**src/rtl/simon_pkg.sv**
```systemverilog
// rtl/simon_pkg.sv - Simon128/256 constants, controller states and round function shared with the key schedule
package simon_pkg;

  localparam int WORD      = 64;
  localparam int ROUNDS    = 72;
  localparam int KEY_ADR_W = 7;

  // z4 sequence (period 62); the key schedule consumes bit (i mod 62)
  localparam logic [63:0] SIMON_Z = 64'h3DC94C3A046D678B;

  typedef enum logic [2:0] {
    ST_IDLE,
    ST_WAIT_KEY,
    ST_FETCH,
    ST_RUN,
    ST_FIN
  } state_t;

  function automatic logic [WORD-1:0] simon_f(input logic [WORD-1:0] a);
    logic [WORD-1:0] r1, r2, r8;
    r1 = {a[WORD-2:0], a[WORD-1]};
    r2 = {a[WORD-3:0], a[WORD-1:WORD-2]};
    r8 = {a[WORD-9:0], a[WORD-1:WORD-8]};
    return (r1 & r8) ^ r2;
  endfunction

endpackage

```
**src/rtl/simon_round.sv**
```systemverilog
// rtl/simon_round.sv - one combinational Simon round, encrypt or its inverse
module simon_round
  import simon_pkg::*;
(
  input  logic            dir,
  input  logic [WORD-1:0] x,
  input  logic [WORD-1:0] y,
  input  logic [WORD-1:0] key,
  output logic [WORD-1:0] x_nxt,
  output logic [WORD-1:0] y_nxt
);

  always_comb begin
    if (dir) begin
      x_nxt = y;
      y_nxt = x ^ simon_f(y) ^ key;
    end else begin
      x_nxt = y ^ simon_f(x) ^ key;
      y_nxt = x;
    end
  end

endmodule

```
**src/rtl/simon_round_ctrl.sv**
```systemverilog
// rtl/simon_round_ctrl.sv - Simon128/256 round sequencer fetching round keys over a 1-cycle read port
module simon_round_ctrl
  import simon_pkg::*;
#(
  parameter int WORD      = simon_pkg::WORD,
  parameter int ROUNDS    = simon_pkg::ROUNDS,
  parameter int KEY_ADR_W = simon_pkg::KEY_ADR_W
) (
  input  logic                 clk,
  input  logic                 res_n,
  input  logic                 start,
  input  logic                 ctrl,
  input  logic [2*WORD-1:0]    in,
  input  logic                 key_ready,
  output logic [KEY_ADR_W-1:0] key_adr,
  input  logic [WORD-1:0]      key,
  output logic [2*WORD-1:0]    out,
  output logic                 busy,
  output logic                 done,
  output logic                 err
);

  localparam logic [KEY_ADR_W-1:0] ADR_LAST = KEY_ADR_W'(ROUNDS - 1);

  state_t               state, state_nxt;
  logic [WORD-1:0]      x_q, y_q, x_nxt, y_nxt;
  logic                 dir_q;
  logic [KEY_ADR_W-1:0] rnd_q;
  logic [KEY_ADR_W-1:0] adr_step;
  logic                 done_nxt, err_nxt;

  simon_round u_round (
    .dir   (dir_q),
    .x     (x_q),
    .y     (y_q),
    .key   (key),
    .x_nxt (x_nxt),
    .y_nxt (y_nxt)
  );

  // Prefetch address runs one round ahead and clamps at the memory ends
  always_comb begin
    adr_step = key_adr;
    if (dir_q) begin
      if (key_adr != '0) adr_step = key_adr - 1'b1;
    end else if (key_adr != ADR_LAST) begin
      adr_step = key_adr + 1'b1;
    end
  end

  always_comb begin
    state_nxt = state;
    done_nxt  = 1'b0;
    err_nxt   = 1'b0;
    case (state)
      ST_IDLE:     if (start) state_nxt = key_ready ? ST_FETCH : ST_WAIT_KEY;
      ST_WAIT_KEY: if (key_ready) state_nxt = ST_FETCH;
      ST_FETCH: begin
        if (!key_ready) begin
          state_nxt = ST_IDLE;
          err_nxt   = 1'b1;
        end else begin
          state_nxt = ST_RUN;
        end
      end
      ST_RUN: begin
        if (!key_ready) begin
          state_nxt = ST_IDLE;
          err_nxt   = 1'b1;
        end else if (rnd_q == ADR_LAST) begin
          state_nxt = ST_FIN;
        end
      end
      ST_FIN: begin
        state_nxt = ST_IDLE;
        done_nxt  = 1'b1;
      end
      default: state_nxt = ST_IDLE;
    endcase
  end

  always_ff @(posedge clk or negedge res_n) begin
    if (!res_n) begin
      state   <= ST_IDLE;
      key_adr <= '0;
      out     <= '0;
      busy    <= 1'b0;
      done    <= 1'b0;
      err     <= 1'b0;
      rnd_q   <= '0;
      x_q     <= '0;
      y_q     <= '0;
      dir_q   <= 1'b0;
    end else begin
      state <= state_nxt;
      busy  <= (state_nxt != ST_IDLE);
      done  <= done_nxt;
      err   <= err_nxt;
      case (state)
        ST_IDLE: begin
          if (start) begin
            x_q     <= in[2*WORD-1:WORD];
            y_q     <= in[WORD-1:0];
            dir_q   <= ctrl;
            key_adr <= ctrl ? ADR_LAST : '0;
          end
        end
        ST_FETCH: begin
          rnd_q   <= '0;
          key_adr <= adr_step;
        end
        ST_RUN: begin
          x_q     <= x_nxt;
          y_q     <= y_nxt;
          rnd_q   <= rnd_q + 1'b1;
          key_adr <= adr_step;
        end
        ST_FIN: out <= {x_q, y_q};
        default: ;
      endcase
    end
  end

endmodule

```
**config.mk**
```make
export PLATFORM = sky130hd
export DESIGN_NAME = simon_round_ctrl
export DESIGN_NICKNAME = d
export VERILOG_FILES = /design/src/rtl/simon_pkg.sv /design/src/rtl/simon_round.sv /design/src/rtl/simon_round_ctrl.sv
export SDC_FILE = /design/constraint.sdc
export NUM_CORES = 1
export LEC_CHECK = 0
export CAP_MARGIN = 20
export CORE_MARGIN = 5
export CORE_UTILIZATION = 40
export CTS_BUF_LIST = sky130_fd_sc_hd__clkbuf_4 sky130_fd_sc_hd__clkbuf_8
export CTS_CLUSTER_SIZE = 24
export DETAILED_ROUTE_END_ITERATION = 8
export GPL_ROUTABILITY_DRIVEN = 0
export SLEW_MARGIN = 25
export SYNTH_ARGS = -nofsm -noshare
export SYNTH_HDL_FRONTEND = slang
export SYNTH_SLANG_ARGS = --single-unit
```
**constraint.sdc**
```tcl
create_clock -name clk -period 4.7 [get_ports clk]
set_input_delay 0.47 -clock clk [delete_from_list [all_inputs] [get_ports clk]]
set_output_delay 0.47 -clock clk [all_outputs]
set_load 0.01 [all_outputs]
```
==> insert_results.sql, run 1 <==
INSERT INTO impl_metrics (metric_group, metric, value, unit) VALUES
('clock_network', 'clock_latency', '620', 'ps'),
('route', 'total_vias_in_the_final_route', '13670', ''),
('worst_setup_path', 'path_cells', 'ha_1 > nor2b_1 > o31ai_1 > mux2_2 > or4_1 > nand3_1', ''),
('worst_setup_path', 'critical_path.reg2reg.startpoint', 'dir_q$_DFFE_PN0P_', ''),
('global_route', 'grt_start_max_net_pins', '258', ''),
('outcome', 'outcome', 'completed', ''),
('route', 'antenna_violating_nets_post_route', '0', ''),
('timing', 'worst_slew_pin_slew', '964.2', 'ps'),
('route', 'drt-initial-drc-count', '750', ''),
('timing', 'setup-tns-final', '0', 'ps'),
('clock_network', 'clkSlewWorstSetupHoldPaths', '60', 'ps'),
('clock_network', 'cts_buffer_depth', '3', ''),
('final_layout', 'final_cell_mix', 'nand2_1, clkdlybuf4s50_1, dfrtp_1', ''),
('route', 'routed_wirelength', '52070', 'um'),
('clock_network', 'root_buffer', 'clkbuf_8', ''),
('final_layout', 'final.fill_count', '3811', ''),
('worst_setup_path', 'critical_path.startpoint_type', 'flop', ''),
('pwr', 'powerDensity', '519.0', 'mW/mm2'),
('global_route', 'wire_length_of_the_first_global_routing_pass', '81250', 'um'),
('floorplanning', 'placeableCoreArea', '0.04074', 'mm2'),
('clock_network', 'tritoncts', 'yes', ''),
('synth', 'yosysWarnings', '0', ''),
('timing', 'final_hold_viol_count', '0', ''),
('timing', 'worst_slew_margin_relative_to_its_limit', '35.72', '%'),
('global_route', 'via_count_of_the_first_global_routing_pass', '13950', ''),
('clock_network', 'cts_repair_resize_count', '0', ''),
('min_path', 'hold_path_class', 'in -> reg', ''),
('worst_setup_path', 'required', '5250', 'ps'),
('global_route', 'overflow', '0', ''),
('min_path', 'hp-start', 'in[50]', ''),
('final_layout', 'final_common_cell', 'nand2_1', ''),
('worst_setup_path', 'worst-r2r-cell-count', '6', ''),
('worst_setup_path', 'worst-path-stages', '6', ''),
('worst_setup_path', 'worstPathArrival', '3370', 'ps'),
('timing', 'finalWorstPathRequiredPeriod', '2823', 'ps'),
('clock_network', 'clock-sinks', '277', ''),
('final_layout', 'syn_to_final_growth', '29.91', '%'),
('synth', 'distinct_cells_synth', '40', ''),
('worst_setup_path', 'critical_path.max_stage_delay', '950', 'ps'),
('placed_design', 'io_buffer_count', '334', ''),
('placed_design', 'dpl.hpwl', '36000', 'um'),
('global_route', 'gr-max-usage-layer', 'met2', ''),
('floorplanning', 'die_outline_height', '212.6', 'um'),
('route', 'route.detailed.wl_per_inst', '18.80', 'um'),
('timing', 'rsz0062_at_grt', 'false', ''),
('synth', 'syn_inst', '1884', ''),
('min_path', 'whs_path_depth', '5', ''),
('synth', 'synth_nets', '2088', ''),
('worst_setup_path', 'endpoint_kind', 'flop', ''),
('timing', 'fin_skew', '24.52', 'ps'),
('final_layout', 'final_net_count', '2398', ''),
('synth', 'seq_area_frac_synth', '42.20', '%'),
('worst_setup_path', 'critPathBufInv', '0', ''),
('timing', 'report.final.setup_viol', '0', ''),
('final_layout', 'final_layout_size_suffix_gt1_share', '10.96', '%'),
('timing', 'fmaxAchievable', '354.3', 'MHz'),
('synth', 'synth_area_per_cell', '8.719', 'um2'),
('pwr', 'leakage', '0.009678', 'uW'),
('global_route', 'met1_resource_use_gr', '32.18', '%'),
('worst_setup_path', 'crit-reg2reg-capture', 'key_adr[6]$_DFFE_PN0P_', ''),
('floorplanning', 'placement_rows', '74', ''),
('flow_run', 'maxCapViolCount', '0', ''),
('worst_setup_path', 'worst_path_max_delay_cell', 'dfrtp_4', ''),
('placed_design', 'detailed_place.area', '0.02012', 'mm2'),
('floorplanning', 'ios', '335', ''),
('route', 'drc_errors', '0', ''),
('route', 'route.detailed.vias_per_inst', '4.934', ''),
('worst_setup_path', 'timing.critical_path.max_delay_family', 'flip-flops', ''),
('pwr', 'maximum_resistive_drop_on_vdd', '0.2032', 'mV'),
('floorplanning', 'dieWidth', '212.6', 'um'),
('timing', 'post-route-period-util', '60.06', '%');
-- cell type report --
type | instances | area, um2 | area share [%]
Timing Repair Buffer | 348 | 3501 | 16.41
Inverter | 4 | 15.01 | 0.07036
Sequential cell | 277 | 6935 | 32.50
Multi-Input combinational cell | 1511 | 9036 | 42.35
Tap cell | 532 | 665.6 | 3.119
Clock inverter | 16 | 160.2 | 0.7506
Antenna cell | 2 | 5.005 | 0.02345
Clock buffer | 80 | 1020 | 4.779
-- power breakdown --
group	total, uW	internal [uW]	switching [uW]
clock	2630	1550	1090
combinational	4070	2180	1890
sequential	4370	2900	1470
total	11100	6630	4450
-- worst min-delay path, cell delays in order --
cell	delay [ps]
clkdlybuf4s50_1	400
nand2_1	50
nand2_1	50
nand2_1	50
o21ai_1	50
-- how the worst max path moves through the flow --
stage	from	to	slack, ps
2_1_floorplan	key_adr[2]$_DFFE_PN0P_	key_adr[6]$_DFFE_PN0P_	2550
3_3_place_gp	dir_q$_DFFE_PN0P_	key_adr[6]$_DFFE_PN0P_	1870
3_5_place_dp	dir_q$_DFFE_PN0P_	key_adr[6]$_DFFE_PN0P_	1870
4_1_cts	dir_q$_DFFE_PN0P_	key_adr[6]$_DFFE_PN0P_	1850
5_1_grt	dir_q$_DFFE_PN0P_	key_adr[6]$_DFFE_PN0P_	1720
6_report	dir_q$_DFFE_PN0P_	key_adr[6]$_DFFE_PN0P_	1880
-- timing repair --
| action | in CTS | in global routing |
|---|---|---|
| hold buffers | 1 | 0 |
| hold endpoints to repair | 108 | 0 |
| buffers inserted | 0 | 0 |
-- Yosys cell counts --
| master | count | area share [%] |
|---|---|---|
| nand2_1 | 719 | 16 |
| dfrtp_1 | 277 | 42 |
| xnor2_1 | 256 | 14 |
| xor2_1 | 131 | 7.0 |
| mux2_2 | 130 | 8.9 |
| o21ai_1 | 74 | 2.3 |
| nor2_1 | 69 | 1.6 |
| o21ai_0 | 65 | 2.0 |
| clkbuf_1 | 38 | 0.87 |
| buf_2 | 29 | 0.88 |
| nand3_1 | 12 | 0.37 |
| buf_4 | 11 | 0.50 |
| buf_1 | 8 | 0.18 |
| buf_6 | 6 | 0.41 |
| ha_1 | 6 | 0.46 |
| a21o_1 | 5 | 0.23 |
| nor3_1 | 5 | 0.15 |
| a22o_1 | 4 | 0.21 |
| inv_1 | 4 | 0.091 |
| nor2b_1 | 4 | 0.15 |
| a21oi_1 | 3 | 0.091 |
| nand2b_1 | 3 | 0.11 |
| o211ai_1 | 3 | 0.14 |
| a31oi_1 | 2 | 0.076 |
| and2_1 | 2 | 0.076 |
| nor4_1 | 2 | 0.076 |
| o21a_1 | 2 | 0.091 |
| or4_1 | 2 | 0.091 |
| a211oi_1 | 1 | 0.046 |
| a311o_1 | 1 | 0.061 |
| and4_1 | 1 | 0.053 |
| and4b_1 | 1 | 0.061 |
| fa_1 | 1 | 0.12 |
| mux2i_1 | 1 | 0.061 |
| nand3b_1 | 1 | 0.046 |
| nor3b_1 | 1 | 0.046 |
| nor4b_1 | 1 | 0.053 |
| nor4b_2 | 1 | 0.091 |
| o31ai_1 | 1 | 0.046 |
| or4b_1 | 1 | 0.061 |
-- routing by layer --
| layer | wire length [um] | part of all wire, % | up-vias |
|---|---|---|---|
| met5 | 21 | 0.040 | - |
| met4 | 1094 | 2.1 | 4 |
| met3 | 3064 | 5.9 | 66 |
| met2 | 24160 | 46 | 373 |
| met1 | 23730 | 46 | 6603 |
| li1 | - | - | 6620 |
-- cells by family after synthesis --
logic type / after synthesis / synth area share [%]
XOR/XNOR: 387 / 20.64
buffers and inverters: 96 / 2.940
adder cells (fa/ha/maj): 7 / 0.5789
flip-flops: 277 / 42.20
AND/OR/NAND/NOR: 825 / 19.45
AO/OA/AOI/OAI: 161 / 5.225
multiplexers: 131 / 8.973
-- through the flow --
| step | std cells | power (uW) | worst slack, ps | utilization, % | hold slack, ps |
|---|---|---|---|---|---|
| global route | 2770 | 11900 | 1719 | 52.38 | 472.3 |
| detailed placement | 2670 | 8480 | 1869 | 49.38 | 490.3 |
| global placement | 2670 | 8407 | 1875 | 49.38 | 482.3 |
| floorplan | 1884 | 7118 | 2555 | - | 174.4 |
| CTS | 2767 | 11180 | 1855 | 52.30 | 431.6 |
| finish | 2770 | 11080 | 1877 | 52.38 | 490.1 |
-- flip-flops by register name, indices dropped and copies added (netlist names) --
register and cells:
key_adr 7, dir_q 1, err 1, y_q 64, done 1, state 3, rnd_q 7, x_q 64
busy 1, out 128
(Power assumes the default switching activity.)
==> run 2, diff against run 1 <==
--- a/config.mk
+++ b/config.mk
@@ -12,6 +12,7 @@
 export CTS_CLUSTER_SIZE = 24
 export DETAILED_ROUTE_END_ITERATION = 8
 export GPL_ROUTABILITY_DRIVEN = 0
+export PLACE_DENSITY = 0.67
 export SLEW_MARGIN = 25
 export SYNTH_ARGS = -nofsm -noshare
 export SYNTH_HDL_FRONTEND = slang
==> constraint.sdc (replaced) <==
create_clock -name clk -period 2.5 [get_ports clk]
set_input_delay 0.25 -clock clk [delete_from_list [all_inputs] [get_ports clk]]
set_output_delay 0.25 -clock clk [all_outputs]
set_load 0.01 [all_outputs]
==> insert_results.sql, run 2 (same netlist as run 1, synthesis figures left out) <==
INSERT INTO impl_metrics (metric_group, metric, value, unit) VALUES
('final_layout', 'utilization', '52.93', '%'),
('clock_network', 'root_buffer', 'clkbuf_8', ''),
('final_layout', 'largest_reg_flops', '128', ''),
('timing', 'post-route-period-util', '95.85', '%'),
('global_route', 'track_usage', '22.73', '%'),
('pwr', 'powerDensity', '955.6', 'mW/mm2'),
('worst_setup_path', 'worst-r2r-cell-count', '6', ''),
('placed_design', 'dpl.cell_count', '2689', ''),
('worst_setup_path', 'worstPathArrival', '2940', 'ps'),
('route', 'first_pass_iters', '5', ''),
('route', 'route.detailed.wl_per_inst', '18.77', 'um'),
('clock_network', 'clock-sinks', '277', ''),
('min_path', 'hold_path_class', 'in -> async', ''),
('placed_design', 'io_buffer_count', '334', ''),
('final_layout', 'final_cell_mix', 'nand2_1, clkdlybuf4s50_1, dfrtp_1', ''),
('timing', 'fmaxAchievable', '417.3', 'MHz'),
('clock_network', 'clock_latency', '610', 'ps'),
('final_layout', 'final_net_count', '2414', ''),
('timing', 'worst_slew_pin_slew', '723.2', 'ps'),
('final_layout', 'final_layout_size_suffix_gt1_share', '11.47', '%'),
('global_route', 'via_count_of_the_first_global_routing_pass', '14150', ''),
('flow_run', 'maxCapViolCount', '0', ''),
('worst_setup_path', 'crit-reg2reg-capture', 'key_adr[6]$_DFFE_PN0P_', ''),
('clock_network', 'tritoncts', 'yes', ''),
('final_layout', 'final-seq-area', '0.006935', 'mm2'),
('clock_network', 'cts_max_level', '2', ''),
('clock_network', 'cts_buffer_depth', '3', ''),
('route', 'route.detailed.vias_per_inst', '4.997', ''),
('worst_setup_path', 'critical_path.reg2reg.startpoint', 'dir_q$_DFFE_PN0P_', ''),
('timing', 'final_hold_viol_count', '0', ''),
('worst_setup_path', 'critical_path.startpoint_type', 'flop', ''),
('pwr', 'leakage', '0.009785', 'uW'),
('timing', 'setup-tns-final', '0', 'ps'),
('clock_network', 'clkSlewWorstSetupHoldPaths', '60', 'ps'),
('floorplanning', 'initial_utilization', '40.32', '%'),
('worst_setup_path', 'path_class', 'reg -> reg', ''),
('route', 'drt-initial-drc-count', '910', ''),
('pwr', 'maximum_resistive_drop_on_vdd', '0.4419', 'mV'),
('global_route', 'wire_length_of_the_first_global_routing_pass', '81030', 'um'),
('route', 'total_vias_in_the_final_route', '13910', ''),
('final_layout', 'final.fill_count', '3749', ''),
('floorplanning', 'die_area', '0.04522', 'mm2'),
('floorplanning', 'die_outline_height', '212.6', 'um'),
('global_route', 'initial_antenna_violation_count', '2', ''),
('placed_design', 'detailed_place.area', '0.02046', 'mm2'),
('worst_setup_path', 'required', '3040', 'ps'),
('clock_network', 'cts_bufs_inserted', '50', ''),
('final_layout', 'layout.cell_area.non_filler', '0.02156', 'mm2'),
('final_layout', 'combined_area_of_the_multi_input_logic_cells', '0.009036', 'mm2'),
('worst_setup_path', 'endpoint_kind', 'flop', ''),
('floorplanning', 'ios', '335', ''),
('timing', 'report.final.setup_viol', '0', ''),
('timing', 'finalWorstPathRequiredPeriod', '2396', 'ps'),
('final_layout', 'fin_cells', '2783', ''),
('route', 'routed_wirelength', '52250', 'um'),
('global_route', 'grt_start_max_net_pins', '136', ''),
('floorplanning', 'dieWidth', '212.6', 'um'),
('route', 'antenna_violating_nets_post_route', '0', ''),
('route', 'drc_errors', '0', ''),
('floorplanning', 'placement_rows', '74', ''),
('timing', 'finalMaxSlewViolations', '0', ''),
('timing', 'rsz0062_at_grt', 'false', ''),
('outcome', 'outcome', 'completed', ''),
('timing', 'fin_skew', '11.26', 'ps'),
('final_layout', 'final_common_cell', 'nand2_1', ''),
('final_layout', 'max_flop_register', 'out', ''),
('global_route', 'overflow', '0', ''),
('placed_design', 'dpl.hpwl', '36920', 'um'),
('timing', 'worst_slew_margin_relative_to_its_limit', '51.78', '%'),
('clock_network', 'cts_repair_resize_count', '0', ''),
('worst_setup_path', 'r2r_setup_slack', '100', 'ps'),
('final_layout', 'reg_top3', 'out: 128 flops, x_q: 64 flops, y_q: 64 flops', ''),
('final_layout', 'syn_to_final_growth', '31.28', '%'),
('floorplanning', 'placeableCoreArea', '0.04074', 'mm2'),
('worst_setup_path', 'critPathMaxFanout', '12', '');
-- run 2: cell count changes in the layout (fill, tap and decap cells not counted) --
| cell | previous run | this run |
|---|---|---|
| buf_4 | 10 | 13 |
| clkbuf_4 | 13 | 15 |
| clkinv_2 | 11 | 7 |
| clkbuf_8 | 67 | 68 |
| clkinvlp_4 | 2 | 1 |
| buf_12 | 2 | 18 |
| bufinv_16 | 3 | 0 |
| buf_16 | 1 | 0 |
-- run 2: worst max-delay path, stage by stage (launching register included) --
cell	delay (ps)
dfrtp_4	550
ha_1	350
nor2b_1	170
o31ai_1	280
mux2_2	390
or4_1	490
nand3_1	100
-- run 2: layout make-up --
class                           count  area share, %
Inverter                            4        0.06963
Multi-Input combinational cell   1511          41.90
Timing Repair Buffer              366          17.70
Clock buffer                       83          4.862
Clock inverter                      8         0.1973
Antenna cell                        2        0.02321
Tap cell                          532          3.087
Sequential cell                   277          32.16
-- run 2: through the flow --
step / total power (uW) / hold WS (ps) / setup WS (ps)
after detailed placement: 16010 / 237.4 / 141.7
after global placement: 15790 / 239.6 / 167.5
after CTS: 20750 / 163.5 / 120.6
after global routing: 22050 / 196.4 / 0.3644
final: 20610 / 175.8 / 103.7
after floorplan: 13380 / -45.59 / 354.6
-- run 2: power by group --
group	switching (uW)	internal, uW
combinational	3680	4160
sequential	2690	5450
clock	1990	2640
-- run 2: worst max-delay path by stage --
stage / start / endpoint / cells after the start
after floorplan: key_adr[2]$_DFFE_PN0P_ / key_adr[6]$_DFFE_PN0P_ / 6
after global placement: dir_q$_DFFE_PN0P_ / key_adr[6]$_DFFE_PN0P_ / 6
after detailed placement: dir_q$_DFFE_PN0P_ / key_adr[6]$_DFFE_PN0P_ / 6
after CTS: dir_q$_DFFE_PN0P_ / key_adr[6]$_DFFE_PN0P_ / 6
after global routing: dir_q$_DFFE_PN0P_ / key_adr[6]$_DFFE_PN0P_ / 6
final: dir_q$_DFFE_PN0P_ / key_adr[6]$_DFFE_PN0P_ / 6
-- run 2: per-layer routing --
| metal | track usage [%] | vias up | wire (um) |
|---|---|---|---|
| met5 | 0 | - | 0 |
| met2 | 36.11 | 501 | 24150 |
| met1 | 31.20 | 6641 | 22760 |
| met4 | 8.122 | 0 | 1717 |
| met3 | 4.353 | 105 | 3620 |
| li1 | - | 6660 | - |
-- run 2: repair_timing --
| action | 4_1_cts | 5_1_grt |
|---|---|---|
| buffers inserted | 0 | 0 |
| hold buffers | 1 | 0 |
| hold endpoints to repair | 55 | 0 |
==> run 3, diff against run 2 <==
--- a/config.mk
+++ b/config.mk
@@ -6,7 +6,7 @@
 export NUM_CORES = 1
 export LEC_CHECK = 0
 export CAP_MARGIN = 20
-export CORE_MARGIN = 5
+export CORE_MARGIN = 2
 export CORE_UTILIZATION = 40
 export CTS_BUF_LIST = sky130_fd_sc_hd__clkbuf_4 sky130_fd_sc_hd__clkbuf_8
 export CTS_CLUSTER_SIZE = 24
==> insert_results.sql, run 3 (same netlist as run 1, synthesis figures left out) <==
INSERT INTO impl_metrics (metric_group, metric, value, unit) VALUES
('outcome', 'outcome', 'completed', ''),
('worst_setup_path', 'path_class', 'reg -> reg', ''),
('final_layout', 'final_cell_mix', 'nand2_1, clkdlybuf4s50_1, dfrtp_1', ''),
('final_layout', 'layout.cell_area.non_filler', '0.02143', 'mm2'),
('final_layout', 'fin_cells', '2770', ''),
('pwr', 'leakage', '0.009709', 'uW'),
('route', 'route.detailed.wl_per_inst', '18.64', 'um'),
('final_layout', 'final_layout_size_suffix_gt1_share', '10.96', '%'),
('timing', 'rsz0062_at_grt', 'false', ''),
('floorplanning', 'die_outline_height', '206.6', 'um'),
('clock_network', 'clkSlewWorstSetupHoldPaths', '60', 'ps'),
('clock_network', 'clock-sinks', '277', ''),
('pwr', 'maximum_resistive_drop_on_vdd', '0.4278', 'mV'),
('final_layout', 'final_net_count', '2403', ''),
('worst_setup_path', 'critPathMaxFanout', '12', ''),
('final_layout', 'final.fill_count', '3721', ''),
('global_route', 'wire_length_of_the_first_global_routing_pass', '80020', 'um'),
('final_layout', 'syn_to_final_growth', '30.48', '%'),
('placed_design', 'detailed_place.area', '0.02033', 'mm2'),
('worst_setup_path', 'path_cells', 'ha_1 > nor2b_1 > o31ai_1 > mux2_2 > or4_1 > nand3_1', ''),
('timing', 'finalWorstPathRequiredPeriod', '2369', 'ps'),
('timing', 'final_hold_viol_count', '0', ''),
('route', 'first_pass_iters', '5', ''),
('route', 'highest_layer', 'met5', ''),
('route', 'route.detailed.vias_per_inst', '5.059', ''),
('route', 'total_vias_in_the_final_route', '14010', ''),
('timing', 'fmaxAchievable', '422.1', 'MHz'),
('final_layout', 'reg_top3', 'out: 128 flops, x_q: 64 flops, y_q: 64 flops', ''),
('worst_setup_path', 'critical_path.startpoint', 'dir_q$_DFFE_PN0P_', ''),
('min_path', 'hold_path_class', 'in -> async', ''),
('final_layout', 'utilization', '52.73', '%'),
('worst_setup_path', 'timing.critical_path.max_delay_family', 'simple AND/OR/NAND/NOR gates', ''),
('worst_setup_path', 'endpoint_kind', 'flop', ''),
('worst_setup_path', 'worstPathArrival', '2890', 'ps'),
('timing', 'fin_skew', '16.97', 'ps'),
('pwr', 'powerDensity', '963.7', 'mW/mm2'),
('timing', 'worst_slew_pin_slew', '649.5', 'ps'),
('clock_network', 'cts_max_level', '2', ''),
('route', 'routed_wirelength', '51640', 'um'),
('route', 'm1WireLength', '22340', 'um'),
('route', 'drc_errors', '0', ''),
('route', 'met3_wirelength', '3691', 'um'),
('clock_network', 'tritoncts', 'yes', ''),
('timing', 'worst_slew_margin_relative_to_its_limit', '56.70', '%'),
('flow_run', 'maxCapViolCount', '0', ''),
('timing', 'setup-tns-final', '0', 'ps'),
('timing', 'worst_hold_slack', '261.7', 'ps'),
('worst_setup_path', 'critPathBufInv', '0', ''),
('worst_setup_path', 'critical_path.max_stage_delay', '540', 'ps'),
('placed_design', 'dpl.hpwl', '36250', 'um'),
('final_layout', 'max_flop_register', 'out', ''),
('clock_network', 'post-cts-setup-buffers', '0', ''),
('clock_network', 'clock_latency', '580', 'ps'),
('worst_setup_path', 'worst_path_max_delay_cell', 'dfrtp_4', ''),
('floorplanning', 'die_area', '0.04270', 'mm2'),
('floorplanning', 'ios', '335', ''),
('worst_setup_path', 'critical_path.reg2reg.startpoint', 'dir_q$_DFFE_PN0P_', ''),
('placed_design', 'dpl.cell_count', '2679', ''),
('clock_network', 'cts_buffer_depth', '3', ''),
('timing', 'report.final.setup_viol', '0', ''),
('final_layout', 'largest_reg_flops', '128', ''),
('floorplanning', 'initial_utilization', '40.41', '%'),
('clock_network', 'root_buffer', 'clkbuf_8', ''),
('floorplanning', 'placement_rows', '74', ''),
('clock_network', 'cts_bufs_inserted', '49', ''),
('global_route', 'via_count_of_the_first_global_routing_pass', '14200', ''),
('global_route', 'grt_start_max_net_pins', '135', ''),
('worst_setup_path', 'critical_path.startpoint_type', 'flop', ''),
('floorplanning', 'placeableCoreArea', '0.04065', 'mm2'),
('route', 'antenna_violating_nets_post_route', '0', ''),
('worst_setup_path', 'required', '3020', 'ps'),
('route', 'drt-initial-drc-count', '874', ''),
('timing', 'post-route-period-util', '94.77', '%'),
('placed_design', 'io_buffer_count', '334', ''),
('final_layout', 'final_common_cell', 'nand2_1', ''),
('timing', 'finalMaxSlewViolations', '0', ''),
('global_route', 'overflow', '0', ''),
('route', 'met2_wirelength', '24010', 'um'),
('global_route', 'track_usage', '24.21', '%'),
('floorplanning', 'dieWidth', '206.6', 'um'),
('global_route', 'initial_antenna_violation_count', '1', '');
## run 3: changes by cell type in the layout (fill, tap and decap cells not counted)
| cell | delta |
|---|---|
| bufinv_16 | +1 |
| clkbuf_4 | -1 |
| clkbuf_8 | -2 |
| clkinv_2 | -1 |
| buf_4 | -7 |
| buf_6 | +1 |
| buf_12 | -4 |
## run 3: path summary, 6_finish.rpt
kind / end / slack, ps / cells past startpoint
worst max-delay path: key_adr[6]$_DFFE_PN0P_ / 130 / 6
worst min-delay path: out[105]$_DFFE_PN0P_ / 260 / 2
worst max register to register: key_adr[6]$_DFFE_PN0P_ / 130 / 6
worst min register to register: out[75]$_DFFE_PN0P_ / 510 / 1
max in group asynchronous: out[25]$_DFFE_PN0P_ / 1490 / 3
min in group clk: x_q[39]$_DFFE_PN0P_ / 310 / 5
## run 3: area by class of cell
class	count	area (um2)	area share, %
flip-flops and latches	277	6935	32.36
diodes	2	5.005	0.02335
clock buffers	80	1013	4.729
well taps	532	665.6	3.106
multi-input cells	1511	9036	42.16
repair buffers	356	3695	17.24
inverters	4	15.01	0.07005
clock inverters	8	67.56	0.3152
## run 3: what timing repair did
| action | in CTS | in global routing |
|---|---|---|
| resized for setup | 0 | 1 |
| hold buffers | 1 | 0 |
| hold endpoints to repair | 67 | 0 |
| setup endpoints to repair | 0 | 56 |
## run 3: worst register-to-register path: cells and delay by family (launching register included)
kind | cells | cell delay (ps)
compound gates | 1 | 300
flops | 1 | 540
simple gates | 3 | 730
mux | 1 | 390
fa+ha+maj | 1 | 360
## run 3: stage by stage
stage	power [uW]	setup WS (ps)
after global placement	15840	166.5
after CTS	20770	95.61
after global routing	22170	3.649
final	20660	130.6
after detailed placement	16040	103.1
after floorplan	13380	354.6
## run 3: power by group
| part | leakage [uW] | internal (uW) | total [uW] | switching, uW |
|---|---|---|---|---|
| registers | 0.00366 | 5450 | 8180 | 2730 |
| clock network | 0.000577 | 2660 | 4610 | 1950 |
| logic | 0.00548 | 4150 | 7870 | 3720 |
| total | 0.00971 | 12300 | 20700 | 8400 |
## run 3: per-layer routing
layer	GRT usage [%]	vias to the layer above
met5	0	-
met4	8.444	2
met3	4.458	104
met2	38.84	503
met1	32.88	6776
li1	-	6629
